$ cat config.mk
export PLATFORM = sky130hd
export DESIGN_NAME = delay_line_pipe_flat
export DESIGN_NICKNAME = d
export VERILOG_FILES = /design/src/rtl/delay_line_pkg.sv /design/src/rtl/delay_line_pipe_if.sv /design/src/rtl/delay_tap_mux.sv /design/src/rtl/delay_line_pipe.sv /design/src/flat_wrapper.sv
export SDC_FILE = /design/constraint.sdc
export NUM_CORES = 1
export LEC_CHECK = 0
export ABC_AREA = 1
export BUFFER_PORTS_ARGS = -buffer_cell sky130_fd_sc_hd__buf_2
export CAP_MARGIN = 15
export CORE_MARGIN = 2
export CORE_UTILIZATION = 50
export CTS_BUF_LIST = sky130_fd_sc_hd__clkbuf_2 sky130_fd_sc_hd__clkbuf_4 sky130_fd_sc_hd__clkbuf_8
export DETAILED_ROUTE_END_ITERATION = 12
export GPL_ROUTABILITY_DRIVEN = 1
export GPL_TIMING_DRIVEN = 0
export PLACE_DENSITY_LB_ADDON = 0.1
export REMOVE_ABC_BUFFERS = 1
export SYNTH_ARGS = -nofsm -noshare
export SYNTH_HDL_FRONTEND = slang
export SYNTH_HIERARCHICAL = 1
export SYNTH_SLANG_ARGS = --single-unit
$ cat constraint.sdc
create_clock -name clk -period 3.1 [get_ports clk]
set_input_delay 0 -clock clk [delete_from_list [all_inputs] [get_ports clk]]
set_output_delay 0 -clock clk [all_outputs]
set_load 0.02 [all_outputs]
$ cat src/rtl/delay_line_pkg.sv
// delay_line_pkg: shared state type and delay clamp for the delay line
package delay_line_pkg;
  typedef enum logic {RUN, SETTLE} state_t;
  function automatic int clamp(input int sel, input int depth);
    return sel < 1 ? 1 : (sel > depth ? depth : sel);
  endfunction
endpackage

$ cat src/rtl/delay_line_pipe_if.sv
// delay_line_pipe_if: sample stream, control and tap outputs of the delay line
interface delay_line_pipe_if #(parameter int WIDTH = 4, parameter int DEPTH = 8);
  localparam int DW = $clog2(DEPTH + 1);
  logic [WIDTH-1:0] in_data;
  logic             in_valid;
  logic             en;
  logic             flush;
  logic [DW-1:0]    dly_sel;
  logic [WIDTH-1:0] out1;
  logic             out1_valid;
  logic [WIDTH-1:0] out2;
  logic             out2_valid;
  logic             settling;
  modport master (
    output in_data, in_valid, en, flush, dly_sel,
    input  out1, out1_valid, out2, out2_valid, settling
  );
  modport slave (
    input  in_data, in_valid, en, flush, dly_sel,
    output out1, out1_valid, out2, out2_valid, settling
  );
endinterface

$ cat src/rtl/delay_tap_mux.sv
// delay_tap_mux: picks stage sel (1-based) out of n packed taps
module delay_tap_mux #(
  parameter int W  = 5,
  parameter int N  = 8,
  parameter int SW = 4
) (
  input  logic [N-1:0][W-1:0] taps,
  input  logic [SW-1:0]       sel,
  output logic [W-1:0]        y
);
  always_comb begin
    y = '0;
    for (int k = 0; k < N; k++)
      if (sel == SW'(k + 1)) y = taps[k];
  end
endmodule

$ cat src/rtl/delay_line_pipe.sv
// delay_line_pipe: stallable delay line with fixed 1-cycle tap and masked programmable tap
module delay_line_pipe
  import delay_line_pkg::*;
#(
  parameter int WIDTH = 4,
  parameter int DEPTH = 8,
  localparam int DW = $clog2(DEPTH + 1)
) (
  input logic clk,
  input logic rst_n,
  delay_line_pipe_if.slave bus
);
  logic [DEPTH-1:0][WIDTH:0] s;
  logic [DW-1:0] dly_q, dly_d, cnt, cnt_d, sel_c;
  logic [WIDTH:0] tap;
  logic change;
  state_t state, state_d;
  assign sel_c  = DW'(clamp(int'(bus.dly_sel), DEPTH));
  assign change = sel_c != dly_q;
  // a fresh change always restarts the settle count, flush overrides it
  always_comb begin
    dly_d   = change ? sel_c : dly_q;
    state_d = state;
    cnt_d   = cnt;
    if (bus.flush) begin
      state_d = RUN;
      cnt_d   = '0;
    end else if (change) begin
      state_d = SETTLE;
      cnt_d   = sel_c;
    end else if (state == SETTLE && bus.en) begin
      cnt_d   = cnt - 1'b1;
      state_d = cnt == DW'(1) ? RUN : SETTLE;
    end
  end
  always_ff @(posedge clk or negedge rst_n)
    if (!rst_n) begin
      state <= RUN;
      cnt   <= '0;
      dly_q <= DW'(1);
    end else begin
      state <= state_d;
      cnt   <= cnt_d;
      dly_q <= dly_d;
    end
  always_ff @(posedge clk or negedge rst_n)
    if (!rst_n) s <= '0;
    else if (bus.flush) s <= '0;
    else if (bus.en) s <= {s[DEPTH-2:0], {bus.in_valid, bus.in_data}};
  delay_tap_mux #(.W(WIDTH + 1), .N(DEPTH), .SW(DW)) u_mux (
    .taps(s),
    .sel (dly_q),
    .y   (tap)
  );
  assign bus.out1       = s[0][WIDTH-1:0];
  assign bus.out1_valid = s[0][WIDTH];
  assign bus.settling   = state == SETTLE;
  assign bus.out2       = tap[WIDTH-1:0];
  assign bus.out2_valid = tap[WIDTH] & ~bus.settling;
endmodule
$ cat src/flat_wrapper.sv
// flat-port wrapper written by rule: the top's interface ports become plain ports
module delay_line_pipe_flat import delay_line_pkg::*;
#(
  parameter int WIDTH = 4,
  parameter int DEPTH = 8,
  localparam int DW = $clog2(DEPTH + 1)
)
  (clk, rst_n, bus_in_data, bus_in_valid, bus_en, bus_flush, bus_dly_sel, bus_out1, bus_out1_valid, bus_out2, bus_out2_valid, bus_settling);
  delay_line_pipe_if #(.WIDTH(WIDTH), .DEPTH(DEPTH)) bus_i ();
  input logic clk;
  input logic rst_n;
  input wire logic [$bits(bus_i.in_data)-1:0] bus_in_data;
  input wire logic [$bits(bus_i.in_valid)-1:0] bus_in_valid;
  input wire logic [$bits(bus_i.en)-1:0] bus_en;
  input wire logic [$bits(bus_i.flush)-1:0] bus_flush;
  input wire logic [$bits(bus_i.dly_sel)-1:0] bus_dly_sel;
  output wire logic [$bits(bus_i.out1)-1:0] bus_out1;
  output wire logic [$bits(bus_i.out1_valid)-1:0] bus_out1_valid;
  output wire logic [$bits(bus_i.out2)-1:0] bus_out2;
  output wire logic [$bits(bus_i.out2_valid)-1:0] bus_out2_valid;
  output wire logic [$bits(bus_i.settling)-1:0] bus_settling;
  assign bus_i.in_data = bus_in_data;
  assign bus_i.in_valid = bus_in_valid;
  assign bus_i.en = bus_en;
  assign bus_i.flush = bus_flush;
  assign bus_i.dly_sel = bus_dly_sel;
  assign bus_out1 = bus_i.out1;
  assign bus_out1_valid = bus_i.out1_valid;
  assign bus_out2 = bus_i.out2;
  assign bus_out2_valid = bus_i.out2_valid;
  assign bus_settling = bus_i.settling;
  delay_line_pipe #(.WIDTH(WIDTH), .DEPTH(DEPTH)) u_core (.clk(clk), .rst_n(rst_n), .bus(bus_i));
endmodule
==> results of run 1 <==
cells in the final DEF (no fill, tap or decap), types with 3 or more instances in the layout:
master / Yosys / layout
sky130_fd_sc_hd__buf_2: 0 / 23
sky130_fd_sc_hd__clkbuf_8: 0 / 5
sky130_fd_sc_hd__dfrtp_1: 48 / 48
sky130_fd_sc_hd__dlygate4sd3_1: 0 / 9
sky130_fd_sc_hd__inv_1: 21 / 21
sky130_fd_sc_hd__inv_2: 4 / 4
sky130_fd_sc_hd__nand2_1: 107 / 107
sky130_fd_sc_hd__nand3_1: 52 / 52
sky130_fd_sc_hd__nand4_1: 14 / 14
sky130_fd_sc_hd__nor2_1: 8 / 7
sky130_fd_sc_hd__nor2_4: 3 / 3
sky130_fd_sc_hd__o211ai_1: 4 / 4
sky130_fd_sc_hd__o21ai_0: 18 / 18
sky130_fd_sc_hd__or2_0: 8 / 8
cell families after synthesis:
family	after synthesis	share of synthesized area (%)
AOI/OAI and AO/OA	25	5.35
DFF	49	47.7
buffers and inverters	43	7.15
xor gates and xnor gates	3	1.75
and+or+nand+nor	203	37.1
adders and majority gates	2	0.973
critical path: cells and delay by family (launching register included):
family / cells / cell delay, ns
buffers and inverters: 3 / 0.34
DFF: 1 / 0.54
and+or+nand+nor: 6 / 0.78
synth_stat cells (3+ instances only):
library cell,n,area share [%]
sky130_fd_sc_hd__dfrtp_1,48,47
sky130_fd_sc_hd__clkbuf_1,12,1.8
sky130_fd_sc_hd__nand3_1,52,10
sky130_fd_sc_hd__inv_1,21,3.1
sky130_fd_sc_hd__nand2_1,107,16
sky130_fd_sc_hd__buf_4,6,1.8
sky130_fd_sc_hd__nor2_4,3,1.3
sky130_fd_sc_hd__or2_0,8,1.9
sky130_fd_sc_hd__nor2_1,8,1.2
sky130_fd_sc_hd__inv_2,4,0.58
sky130_fd_sc_hd__o21ai_0,18,3.5
sky130_fd_sc_hd__o211ai_1,4,1.2
sky130_fd_sc_hd__nand4_1,14,3.4
what timing repair did:
action,4_1_cts,5_1_grt
hold buffers,9,0
hold endpoints to repair,56,0
setup endpoints to repair,0,0
worst max-delay path by stage:
stage	from	to	slack [ns]	cells past startpoint
2_1_floorplan	u_core/dly_q[1]	bus_out2_valid	1.67	8
3_3_place_gp	bus_en	u_core/s[30]	0.47	4
3_5_place_dp	u_core/dly_q[1]	bus_out2_valid	1.48	9
4_1_cts	u_core/dly_q[1]	bus_out2_valid	1.12	9
5_1_grt	u_core/dly_q[1]	bus_out2_valid	0.97	9
6_report	u_core/dly_q[1]	bus_out2_valid	1.13	9
sequential cells by signal, summed over array words and instances (netlist names):
name and count:
u_core/bus.out1 4, u_core/bus.out1_valid 1, u_core/cnt 4, u_core/bus.settling 1, u_core/dly_q 4, u_core/s 35
layout make-up:
cell class | count | share of cell area (%)
Tap cell | 70 | 2.99
Sequential cell | 49 | 41.9
Clock inverter | 3 | 0.599
Inverter | 25 | 3.21
Timing Repair Buffer | 35 | 9.15
Multi-Input combinational cell | 233 | 39.8
Clock buffer | 5 | 2.35
power breakdown:
part           switching [mW]  leakage (nW)  internal [mW]  total [mW]
Clock                   0.218        0.0439          0.156       0.374
Combinational           0.116         0.745         0.0575       0.173
Sequential             0.0178         0.667          0.655       0.673
per-stage QoR:
| step | utilization [%] | setup WS (ns) | power, mW | std cells |
|---|---|---|---|---|
| global placement | 53.3 | 0.466 | 0.838 | 400 |
| finish | 58.0 | 1.13 | 1.22 | 420 |
| CTS | 57.1 | 1.12 | 1.23 | 418 |
| global route | 58.0 | 0.968 | 1.28 | 420 |
| floorplan | - | 1.67 | 0.775 | 307 |
| detailed placement | 53.6 | 1.48 | 0.842 | 401 |
layer usage:
metal	vias to the layer above	routed length (um)	global-route usage (%)
met4	0	95	7.60
met5	-	0	0
met3	8	178	3.97
met1	988	2870	31.2
li1	1104	-	-
met2	36	2580	31.6
==> impl.org, run 1 <==
** Run status
- Result of the run :: finished, final reports clean

** Logic synthesis
- Sequential cell area fraction in the yosys report :: 47.7%
- Flip-flop cell with the highest count after synthesis :: sky130_fd_sc_hd__dfrtp_1
- Share of synthesized flip-flops with an asynchronous set or reset :: 100%
- Synth Instances :: 325
- Avg Synthesized Cell Area :: 7.92 um^2
- Synthesized area :: 0.00257 mm^2
- Yosys cell types :: 28
- For this run, the number of Yosys warnings is 6.
- Number of enable flip-flop cells after synthesis :: 0
- Number of synthesized register bits :: 49

** Worst setup path
- The signal on the critical path passes through inv_2 > nor2_1 > nand3_1 > nand4_1 > nand2_1 > nand4_1 > inv_1 > nor2_1 > buf_2.
- Crit path required time :: 3.10 ns
- STA classifies the critical path startpoint as a flop.
- Category of the critical setup timing path :: flop to output port
- For this design, the slowest cell found on the critical path is sky130_fd_sc_hd__dfrtp_1.
- The worst setup path is captured at an output port.
- Data arrives at the worst endpoint at 1.97 ns.
- In this run the worst path has a maximum fanout of 7.
- The endpoint identified for the worst register-to-register timing path is u_core/cnt[1].
- Launch instance of the worst register-to-register path :: u_core/dly_q[0]
- Measured in cells, the most critical reg-to-reg path has a length of 7.
- On the worst path, the slowest cell contributes a delay of 0.54 ns.
- For flop-to-flop paths, the worst setup slack is 1.64 ns.

** Min path
- Worst Hold Depth :: 3
- Type of the tightest min-delay check :: input pin to flop
- Hold EP :: u_core/dly_q[1]
- In this run the most critical hold path is launched from bus_dly_sel[1].

** Drt
- For this run, the detailed router's first-pass iteration total came to 4.
- Number of vias per cell :: 5.09
- In the routed design, unresolved DRC markers number 0.
- The detail route stage leaves a number of antenna-violating nets equal to 0.
- Via count :: 2,136
- The final layout contains routed wiring with a total length of 5720 um.
- After detailed routing, the average wire length per cell comes to 13.6 um.
- In this run, the number of DRC markers left after iteration 0 of detailed routing was 161.

** Global route
- Number of global-route vias before repair :: 1,887
- Maximum number of pins on one net before global-route repair :: 50
- The first global-routing pass estimated 9070 um of wire.
- In the global route stage, overall resource usage came out at 21.3%.
- Initial antenna violation count :: 0
- Global routing finished with a remaining overflow of 0.

** Timing
- RSZ-0062 raised after global routing :: no
- After layout, the worst path uses 63.5% of the clock period.
- Setup total negative slack :: 0 ns
- Setup violations remaining at the end of the flow were counted as 0.
- On the final layout, the worst hold slack is 0.0109 ns.
- Final period demand of the worst path :: 1.97 ns
- Highest achievable clock rate :: 508 MHz
- Final Max Tran Viols :: 0
- Pin slew with the least headroom to its limit :: 0.753 ns
- Rel. slew slack :: 49.8%
- The total count of hold-check failures in the final report was 0.
- Clock Skews :: 0.00881 ns

** Die
- Starting density of the core :: 51.0%
- Measured along the x axis, the die boundary spans 75.7 um.
- From bottom edge to top edge, the die measures 75.7 um.
- Cell row count :: 26
- In this run the count of I/O pins placed on the die edge is 24.
- Die footprint :: 0.00574 mm^2
- After floorplanning, the core was sized to cover 0.00504 mm^2.

** Clock tree
- The number of clock buffers added by TritonCTS is 5.
- In this run the clock root is driven by a sky130_fd_sc_hd__clkbuf_8.
- The tree built by TritonCTS fans out to 49 sinks.
- Number of H-tree branching levels :: 2
- In this run the deepest clock path goes through 2 buffers.
- Buffers inserted during post-CTS setup optimization :: 0
- Number of gates resized after cts :: 0
- Clock-pin slew was measured on the worst setup and hold paths at 0.08 ns.
- Insertion delay to the later sink of the worst-skew pair :: 0.31 ns
- TritonCTS built the clock tree.

** Finish
- Post-route cell area :: 0.00293 mm^2
- Number of fill cells :: 477
- Area used by multi-input combinational logic :: 0.00116 mm^2
- From synthesis to final layout, the design area changed by 13.8%.
- The net count of the finished layout is 364.
- Antenna diode count :: 0
- Fraction of layout instances using a drive strength above 1 :: 14.9%
- Sequential cell area :: 0.00123 mm^2

** Place
- Cell area after placement :: 0.00270 mm^2
- The count of buffers added on input and output ports is 23.
- Placed wire-length estimate after detailed placement :: 3650 um
- Routability cong. :: 0.772

** Power and ir drop
- In this run the power density over the cells is 417 mW/mm^2.
- VDD sags by at most 0.206 mV.
- For this design the static power due to leakage is 1.46 nW.

** Flow run
- Max-capacitance violation count :: 0
Power figures use the tool's default switching activity.
==> run 2, diff against run 1 <==
--- a/config.mk
+++ b/config.mk
@@ -5,7 +5,7 @@
 export SDC_FILE = /design/constraint.sdc
 export NUM_CORES = 1
 export LEC_CHECK = 0
-export ABC_AREA = 1
+export ABC_AREA = 0
 export BUFFER_PORTS_ARGS = -buffer_cell sky130_fd_sc_hd__buf_2
 export CAP_MARGIN = 15
 export CORE_MARGIN = 2
==> constraint.sdc (replaced) <==
create_clock -name clk -period 1.59 [get_ports clk]
set_input_delay 0 -clock clk [delete_from_list [all_inputs] [get_ports clk]]
set_output_delay 0 -clock clk [all_outputs]
set_load 0.02 [all_outputs]
==> impl.org, run 2 <==
** Min path
- The path category of the worst min-delay check is input pin to flop (unchanged).
- The hold-critical path depth is 4 (was 3).

** Logic synthesis
- The portion of synthesized cell area occupied by the leading cell type was 44.9% (was 46.7%).
- Number of synthesized register bits :: 49 (unchanged)
- Yosys cell types :: 45 (was 28)
- Avg Synthesized Cell Area :: 10.2 um^2 (was 7.92 um^2)
- Leading post-synthesis cells by cell area :: sky130_fd_sc_hd__dfrtp_1 (45%), sky130_fd_sc_hd__mux2i_1 (16%), sky130_fd_sc_hd__nor2_1 (7.3%) (was sky130_fd_sc_hd__dfrtp_1 (47%), sky130_fd_sc_hd__nand2_1 (16%), sky130_fd_sc_hd__nand3_1 (10%))
- The dominant cell by count in the synthesized netlist was sky130_fd_sc_hd__nor2_1 (was sky130_fd_sc_hd__nand2_1).
- Share of synthesized flip-flops with an asynchronous set or reset :: 100% (unchanged)
- The total standard cell area after synthesis is 0.00267 mm^2 (was 0.00257 mm^2).
- The cell count after synthesis came to 261 (was 325).
- The number of synthesized flops with an enable pin was 0 (unchanged).
- Flip-flop cell with the highest count after synthesis :: sky130_fd_sc_hd__dfrtp_1 (unchanged)
- Ranking of synthesized cells by instance count :: sky130_fd_sc_hd__nor2_1 (52), sky130_fd_sc_hd__dfrtp_1 (48), sky130_fd_sc_hd__mux2i_1 (43), sky130_fd_sc_hd__nand2_1 (13), sky130_fd_sc_hd__a21oi_1 (9) (was sky130_fd_sc_hd__nand2_1 (107), sky130_fd_sc_hd__nand3_1 (52), sky130_fd_sc_hd__dfrtp_1 (48), sky130_fd_sc_hd__inv_1 (21), sky130_fd_sc_hd__o21ai_0 (18))
- The total number of yosys warnings is 6 (unchanged).
- Sequential cell area fraction in the yosys report :: 45.9% (was 47.7%)
- The post-synthesis cell type with the largest combined area is sky130_fd_sc_hd__dfrtp_1 (unchanged).

** Worst setup path
- The number of cells on the critical path came to 6 (was 9).
- The buffer and inverter count on the worst path came to 1 (was 3).
- List of cells traversed by the critical path: buf_4 > xnor2_1 > nand3_1 > a311o_1 > a22oi_2 > nor4b_2 (was inv_2 > nor2_1 > nand3_1 > nand4_1 > nand2_1 > nand4_1 > inv_1 > nor2_1 > buf_2).
- Crit path required time :: 1.74 ns (was 3.10 ns)
- The startpoint type of the worst setup path is a flop (unchanged).
- The critical path arrival is 2.07 ns (was 1.97 ns).
- The nature of the critical path endpoint was a flop (was output port).
- The worst-path cell with the longest stage delay is sky130_fd_sc_hd__dfstp_4 (was sky130_fd_sc_hd__dfrtp_1).
- The startpoint-to-endpoint class of the critical path was flop to flop (was flop to output port).
- Cell family with the largest share of critical-path delay :: flip-flops (was simple AND/OR/NAND/NOR gates)
- The cell depth of the worst flop-to-flop path came to 6 (was 7).
- Delay of the slowest cell on the worst path :: 0.68 ns (was 0.54 ns)
- The largest fanout on the critical path was 5 (was 7).

** Finish
- The final non-filler cell area is 0.00318 mm^2 (was 0.00293 mm^2).
- Biggest register :: u_core/s (unchanged)
- Post-layout nets :: 307 (was 364)
- The number of filler instances in the final layout came to 451 (was 477).
- Fraction of layout instances using a drive strength above 1 :: 25.3% (was 14.9%)
- The number of flip-flops under the largest register name is 35 (unchanged).
- Antenna diode count :: 0 (unchanged)
- The number of non-filler instances in the completed layout was 363 (was 420).
- Relative area change from synthesis to final layout :: 18.9% (was 13.8%)
- Most frequent standard cell in the layout excluding fill and tap cells :: sky130_fd_sc_hd__nor2_1 (was sky130_fd_sc_hd__nand2_1)
- Commonest non-fill, non-tap cells in the layout: sky130_fd_sc_hd__nor2_1 (50), sky130_fd_sc_hd__dfrtp_1 (45), sky130_fd_sc_hd__mux2i_1 (43) (was sky130_fd_sc_hd__nand2_1 (107), sky130_fd_sc_hd__nand3_1 (52), sky130_fd_sc_hd__dfrtp_1 (48)).

** Place
- The weighted congestion reported at the end of routability-driven placement was 0.775 (was 0.772).
- Placed Cells incl. Taps :: 332 (was 401)
- Number of input and output port buffers inserted :: 23 (unchanged)
- Placed wire-length estimate after detailed placement :: 3110 um (was 3650 um)
- The cell area after placement is 0.00271 mm^2 (was 0.00270 mm^2).

** Power and ir drop
- The maximum resistive drop on vdd was 0.562 mV (was 0.206 mV).
- Static power due to leakage :: 1.46 nW (about the same)
- Power density over cell area :: 795 mW/mm^2 (was 417 mW/mm^2)

** Clock tree
- Post-CTS clock slew at the launch and capture registers of the worst setup and hold paths :: 0.09 ns (was 0.08 ns)
- Sink Count :: 49 (unchanged)
- The number of buffers on the longest clock path is 2 (unchanged).
- The TritonCTS clock tree was done (unchanged).
- The clock latency reported for the late side of the worst-skew pair came to 0.30 ns (was 0.31 ns).
- Root Buffer :: sky130_fd_sc_hd__clkbuf_8 (unchanged)
- The number of H-tree levels is 2 (unchanged).
- Number of buffers created by CTS :: 5 (unchanged)

** Drt
- Detailed-route wire length :: 5520 um (was 5720 um)
- The wire length per cell was 15.2 um (was 13.6 um).
- Final ANT Viol Nets :: 0 (unchanged)
- The number of violations reported at the end of detailed-routing iteration 0 is 88 (was 161).
- The routed wire length on met3 was 161 um (was 178 um).
- Via count :: 1,979 (was 2,136)
- Number of vias per cell :: 5.45 (was 5.09)
- Met2 routed wirelength :: 2470 um (was 2580 um)
- DRC violation count after routing :: 0 (unchanged)
- Wl on met1 :: 2850 um (was 2870 um)
- TritonRoute pass-1 iters :: 4 (unchanged)
- The uppermost layer routed was met4 (unchanged).

** Die
- Core ar. :: 0.00514 mm^2 (was 0.00504 mm^2)
- The die height was 77.1 um (was 75.7 um).
- The I/O pin count was 24 (unchanged).
- Starting density of the core :: 52.0% (was 51.0%)
- The standard-cell row count came to 26 (unchanged).
- Die footprint :: 0.00595 mm^2 (was 0.00574 mm^2)
- The horizontal extent of the die came to 77.1 um (was 75.7 um).

** Timing
- Setup WS post-layout :: -0.333 ns (was 1.13 ns)
- Final period demand of the worst path :: 1.92 ns
- Rel. slew slack :: 42.5% (was 49.8%)
- Final setup violation count :: 10 (was 0)
- The transition time of the tightest slew-check pin is 0.863 ns (was 0.753 ns).
- Final period util :: 121%
- The final number of max-transition violations came to 0 (unchanged).
- The final hold slack was 0.0194 ns (was 0.0109 ns).
- Static timing analysis puts the maximum clock frequency at 520 MHz.
- The total count of hold-check failures in the final report is 0 (unchanged).
- The post-route clock skew is 0.0164 ns (was 0.00881 ns).
- RSZ-0062 raised after global routing: yes (was no).

** Global route
- Initial antenna violation count :: 0 (unchanged)
- Number of global-route vias before repair :: 1,857 (was 1,887)
- The pin count of the biggest net entering global routing came to 50 (unchanged).
- The first-pass GRT wire length came to 9360 um (was 9070 um).
- The overall global routing resource usage is 19.4% (was 21.3%).
- The residual overflow from global routing was 0 (unchanged).

** Flow run
- Max-capacitance violation count :: 0 (unchanged)

** Run status
- Result of the run: complete, but fails checks (was finished, final reports clean).
- The checks that failed: negative setup slack.
-- run 2: changes by cell type after synthesis, moves of 5 or more --
cell                       previous run  this run
sky130_fd_sc_hd__a21oi_1              1         9
sky130_fd_sc_hd__buf_2                0         5
sky130_fd_sc_hd__buf_6                0         5
sky130_fd_sc_hd__clkbuf_1            12         5
sky130_fd_sc_hd__inv_1               21         6
sky130_fd_sc_hd__mux2i_1              0        43
sky130_fd_sc_hd__nand2_1            107        13
sky130_fd_sc_hd__nand3_1             52         3
sky130_fd_sc_hd__nand4_1             14         2
sky130_fd_sc_hd__nor2_1               8        52
sky130_fd_sc_hd__nor3_1               2         7
sky130_fd_sc_hd__o21ai_0             18         6
sky130_fd_sc_hd__or2_0                8         0
-- run 2: final cells by class --
| class | count | area [um^2] | area share [%] |
|---|---|---|---|
| timing repair buffer | 46 | 395 | 12.4 |
| clock inverter | 1 | 7.51 | 0.236 |
| multi-input combinational | 184 | 1340 | 42.1 |
| sequential | 49 | 1240 | 39.0 |
| clock buffer | 7 | 90.1 | 2.84 |
| inverter | 6 | 22.5 | 0.709 |
| tap | 70 | 87.6 | 2.76 |
-- run 2: cell families (layout without fill, tap and decap cells) --
kind of cell	after synthesis	count (layout)	share of synthesized area [%]
XOR/XNOR	4	4	1.31
adder cells (fa/ha/maj)	2	2	0.936
AND/OR/NAND/NOR	90	90	16.2
multiplexers	43	43	16.1
flip-flops	49	49	45.9
buffers and inverters	28	60	7.16
AO/OA/AOI/OAI	45	45	12.3
-- run 2: worst register-to-register path: cells and delay by family (launching register included) --
family          cells  cell delay [ns]
simple gates        2             0.22
xor+xnor            1             0.10
compound gates      2             0.64
flops               1             0.68
buf+inv             1             0.13
-- run 2: path summary, 6_finish.rpt --
path                                      start               to  slack, ns
min in group asynchronous                 rst_n     u_core/s[38]       0.10
worst min register to register     u_core/s[35]     u_core/s[35]       0.54
worst max-delay path            u_core/dly_q[0]    u_core/cnt[2]      -0.33
max in group asynchronous                 rst_n  u_core/dly_q[0]       0.93
worst max register to register  u_core/dly_q[0]    u_core/cnt[2]      -0.33
worst min-delay path             bus_dly_sel[2]  u_core/dly_q[0]       0.02
-- run 2: layer usage --
metal	global-route usage (%)	vias to the layer above
li1	-	976
met1	29.4	963
met2	28.8	36
met3	2.71	4
met4	5.89	0
met5	0	-
-- run 2: metrics by stage --
step           TNS, ns  total power [mW]  worst slack [ns]  utilization (%)
2_1_floorplan    -1.02              1.53            -0.340                -
3_3_place_gp     -3.81              1.68            -0.593             52.7
3_5_place_dp     -3.69              1.68            -0.578             52.7
4_1_cts          -2.52              2.52            -0.322             59.5
5_1_grt          -3.52              2.64            -0.405             61.8
6_report         -2.63              2.53            -0.333             61.8
-- run 2: report_power, final --
part           internal (mW)  switching (mW)  leakage (nW)
sequential              1.28          0.0505         0.663
clock                  0.371           0.397        0.0479
combinational          0.198           0.231         0.753
-- run 2: repair_timing --
item / CTS / global route
endpoints found under the hold margin: 55 / 0
resized for setup: 23 / 13
hold buffers: 8 / 0
cloned: 0 / 0
setup endpoints to repair: 10 / 10
pin swaps: 10 / 2
buffers inserted: 9 / 4
==> run 3, diff against run 2 <==
--- a/config.mk
+++ b/config.mk
@@ -18,5 +18,4 @@
 export REMOVE_ABC_BUFFERS = 1
 export SYNTH_ARGS = -nofsm -noshare
 export SYNTH_HDL_FRONTEND = slang
-export SYNTH_HIERARCHICAL = 1
 export SYNTH_SLANG_ARGS = --single-unit
==> impl.org, run 3 <==
** Run status
- Result of the run: complete, but fails checks (unchanged).
- Violations in the final reports :: negative setup slack (unchanged)

** Flow run
- Max-capacitance violation count :: 0 (unchanged)

** Worst setup path
- Peak fanout along the critical path :: 6 (was 5)
- Crit path required time :: 1.59 ns (was 1.74 ns)
- Category of the critical setup timing path :: flop to output port (was flop to flop)
- Critical path launch point type :: flop (unchanged)
- The nature of the critical path endpoint is an output port (was flop).
- The worst setup slack for register-to-register paths is -0.23 ns (was -0.33 ns).
- Data arrival time at the worst-slack endpoint :: 1.97 ns (was 2.07 ns)

** Logic synthesis
- Number of synthesized register bits :: 49 (unchanged)
- Area leader, netlist :: sky130_fd_sc_hd__dfrtp_1 (unchanged)
- The most used flip-flop cell after synthesis is sky130_fd_sc_hd__dfrtp_1 (unchanged).
- The total standard cell area after synthesis came to 0.00264 mm^2 (was 0.00267 mm^2).
- Most repeated cell in the gate-level netlist after synthesis :: sky130_fd_sc_hd__nor2_1 (unchanged)
- Avg Synthesized Cell Area :: 9.61 um^2 (was 10.2 um^2)
- The share of synthesized flip-flops with an asynchronous set or reset is 100% (unchanged).
- Synth Instances :: 275 (was 261)
- The sequential share of the synthesized area was 46.4% (was 45.9%).
- The total number of yosys warnings came to 0 (was 6).
- Yosys cell types :: 50 (was 45)
- Leading post-synthesis cells by cell area :: sky130_fd_sc_hd__dfrtp_1 (45%), sky130_fd_sc_hd__mux2i_1 (16%), sky130_fd_sc_hd__nor2_1 (9.7%) (was sky130_fd_sc_hd__dfrtp_1 (45%), sky130_fd_sc_hd__mux2i_1 (16%), sky130_fd_sc_hd__nor2_1 (7.3%))
- The number of synthesized flops with an enable pin was 0 (unchanged).
- The portion of synthesized cell area occupied by the leading cell type came to 45.4% (was 44.9%).
- Ranking of synthesized cells by instance count :: sky130_fd_sc_hd__nor2_1 (68), sky130_fd_sc_hd__dfrtp_1 (48), sky130_fd_sc_hd__mux2i_1 (43), sky130_fd_sc_hd__a21oi_1 (12), sky130_fd_sc_hd__buf_2 (10) (was sky130_fd_sc_hd__nor2_1 (52), sky130_fd_sc_hd__dfrtp_1 (48), sky130_fd_sc_hd__mux2i_1 (43), sky130_fd_sc_hd__nand2_1 (13), sky130_fd_sc_hd__a21oi_1 (9))

** Drt
- The number of iterations in the first detailed-routing pass came to 4 (unchanged).
- The post-detailed-route DRC marker count is 0 (unchanged).
- The via count of the routed design was 2,086 (was 1,979).
- The wire length per cell came to 15.8 um (was 15.2 um).
- Number of vias per cell :: 5.53 (was 5.45)
- Final ANT Viol Nets :: 0 (unchanged)
- Detailed-route wire length :: 5960 um (was 5520 um)
- The number of violations reported at the end of detailed-routing iteration 0 was 145 (was 88).

** Clock tree
- Number of buffers created by CTS :: 5 (unchanged)
- The count of clock tree sinks is 49 (unchanged).
- Post-CTS clock slew at the launch and capture registers of the worst setup and hold paths :: 0.09 ns (about the same)
- Root Buffer :: sky130_fd_sc_hd__clkbuf_8 (unchanged)
- Number of H-tree branching levels :: 2 (unchanged)
- Insertion delay to the later sink of the worst-skew pair :: 0.31 ns (was 0.30 ns)
- The TritonCTS clock tree is done (unchanged).
- Number of buffers on the longest clock path :: 2 (unchanged)

** Timing
- Final period demand of the worst path :: 1.97 ns (was 1.92 ns)
- Pin slew with the least headroom to its limit :: 0.864 ns (was 0.863 ns)
- Setup WS post-layout :: -0.381 ns (was -0.333 ns)
- Highest achievable clock rate :: 507 MHz (was 520 MHz)
- The total count of hold-check failures in the final report is 0 (unchanged).
- Rel. slew slack :: 42.4% (was 42.5%)
- The final number of max-transition violations was 0 (unchanged).
- RSZ-0062 raised after global routing :: yes (unchanged)
- The final hold slack was 0.0407 ns (was 0.0194 ns).
- The setup-violating endpoint count in the final report was 10 (unchanged).
- The period utilization was 124% (was 121%).
- The post-route clock skew came to 0.00550 ns (was 0.0164 ns).

** Global route
- The overall global routing resource usage is 21.2% (was 19.4%).
- The first-pass GRT wire length was 9920 um (was 9360 um).
- The residual overflow from global routing came to 0 (unchanged).
- The via count of the first global-routing pass is 2,042 (was 1,857).
- Initial antenna violation count :: 0 (unchanged)
- Maximum number of pins on one net before global-route repair :: 50 (unchanged)

** Finish
- The final non-filler cell area is 0.00319 mm^2 (was 0.00318 mm^2).
- The number of filler instances in the final layout was 429 (was 451).
- Most frequent standard cell in the layout excluding fill and tap cells :: sky130_fd_sc_hd__nor2_1 (unchanged)
- The synthesis-to-finish area growth is 20.7% (was 18.9%).
- Biggest register :: u_core.s (was u_core/s)
- Number of flip-flops in the largest register :: 35 (unchanged)
- The final antenna diode count is 0 (unchanged).
- The number of nets in the layout was 321 (was 307).
- The number of non-filler instances in the completed layout was 377 (was 363).
- Commonest non-fill, non-tap cells in the layout :: sky130_fd_sc_hd__nor2_1 (66), sky130_fd_sc_hd__dfrtp_1 (45), sky130_fd_sc_hd__mux2i_1 (43) (was sky130_fd_sc_hd__nor2_1 (50), sky130_fd_sc_hd__dfrtp_1 (45), sky130_fd_sc_hd__mux2i_1 (43))
- Fraction of layout instances using a drive strength above 1 :: 24.1% (was 25.3%)
- The core utilization of the finished layout was 62.5% (was 61.8%).

** Power and ir drop
- The power density of the placed cells was 788 mW/mm^2 (was 795 mW/mm^2).
- Max IR drop VDD :: 0.370 mV (was 0.562 mV)
- Static power due to leakage :: 1.50 nW (was 1.46 nW)

** Die
- Die footprint :: 0.00589 mm^2 (was 0.00595 mm^2)
- Core ar. :: 0.00511 mm^2 (was 0.00514 mm^2)
- Boundary pin count :: 24 (unchanged)
- Die Wd :: 76.7 um (was 77.1 um)
- Cell row count :: 26 (unchanged)
- The die height came to 76.7 um (was 77.1 um).
- The effective utilization at floorplan is 51.8% (was 52.0%).

** Place
- The number of I/O port buffers was 23 (unchanged).
- The weighted congestion reported at the end of routability-driven placement was 0.781 (was 0.775).
- The post-placement cell count came to 346 (was 332).
- Placed wire-length estimate after detailed placement :: 3320 um (was 3110 um)
- The cell area after placement is 0.00273 mm^2 (was 0.00271 mm^2).

** Min path
- Type of the tightest min-delay check :: input pin to flop (unchanged)
## run 3: changes by cell type after synthesis, moves of 4 or more
cell / before / now
sky130_fd_sc_hd__nor3_1: 7 / 2
sky130_fd_sc_hd__nand2_1: 13 / 9
sky130_fd_sc_hd__buf_6: 5 / 1
sky130_fd_sc_hd__buf_2: 5 / 10
sky130_fd_sc_hd__nor2_1: 52 / 68
## run 3: path summary, 6_finish.rpt
path,endpoint,startpoint,cells after the start
max in group asynchronous,u_core.dly_q[2],rst_n,3
worst min-delay path,u_core.dly_q[2],bus_dly_sel[2],2
worst min register to register,u_core.s[37],u_core.s[37],2
min in group asynchronous,u_core.bus.out1[0],rst_n,2
worst max-delay path,bus_out2_valid,u_core.dly_q[0],6
worst max register to register,u_core.cnt[2],u_core.dly_q[1],5
## run 3: cell families (layout without fill, tap and decap cells)
group | Yosys count | after routing | synth area share (%)
simple gates | 99 | 99 | 16.9
fa+ha+maj | 2 | 2 | 0.946
buf+inv | 29 | 61 | 5.44
compound gates | 50 | 50 | 13.0
mux | 43 | 43 | 16.3
xor+xnor | 3 | 3 | 0.994
flops | 49 | 49 | 46.4
## run 3: area by class of cell
| class | instances | area, um^2 | share of cell area, % |
|---|---|---|---|
| Sequential cell | 49 | 1240 | 38.8 |
| Tap cell | 70 | 87.6 | 2.74 |
| Clock inverter | 2 | 15.0 | 0.470 |
| Multi-Input combinational cell | 197 | 1390 | 43.6 |
| Clock buffer | 6 | 76.3 | 2.39 |
| Timing Repair Buffer | 46 | 357 | 11.2 |
| Inverter | 7 | 26.3 | 0.823 |
## run 3: metrics by stage
stage               power (mW)  setup WS [ns]  setup TNS (ns)
floorplan                 1.52         -0.208           -1.14
global placement          1.66         -0.509           -3.36
detailed placement        1.67         -0.518           -3.75
CTS                       2.51         -0.397           -2.59
global route              2.63         -0.456           -3.32
finish                    2.52         -0.381           -2.48
## run 3: repair_timing
item	4_1_cts	5_1_grt
setup endpoints to repair	10	10
hold buffers	8	0
pin swaps	10	8
endpoints found under the hold margin	55	0
resized for setup	33	9
buffers inserted	10	3
## run 3: power by group
part / total (mW) / switching (mW) / internal [mW]
Combinational: 0.436 / 0.250 / 0.187
Sequential: 1.32 / 0.0379 / 1.28
Clock: 0.763 / 0.435 / 0.328
## run 3: critical path, stage by stage, from the launching register on
cell and delay (ns):
sky130_fd_sc_hd__dfstp_4 0.67, sky130_fd_sc_hd__nor2_1 0.05, sky130_fd_sc_hd__or3_1 0.31, sky130_fd_sc_hd__a22oi_1 0.20
sky130_fd_sc_hd__o22ai_1 0.12, sky130_fd_sc_hd__a21oi_2 0.15, sky130_fd_sc_hd__buf_4 0.16
## run 3: per-layer routing
layer  wire length [um]  global-route usage (%)
met3                252                    4.35
met1               2770                    28.7
met2               2880                    34.9
met4                 58                    5.45
met5                  0                       0
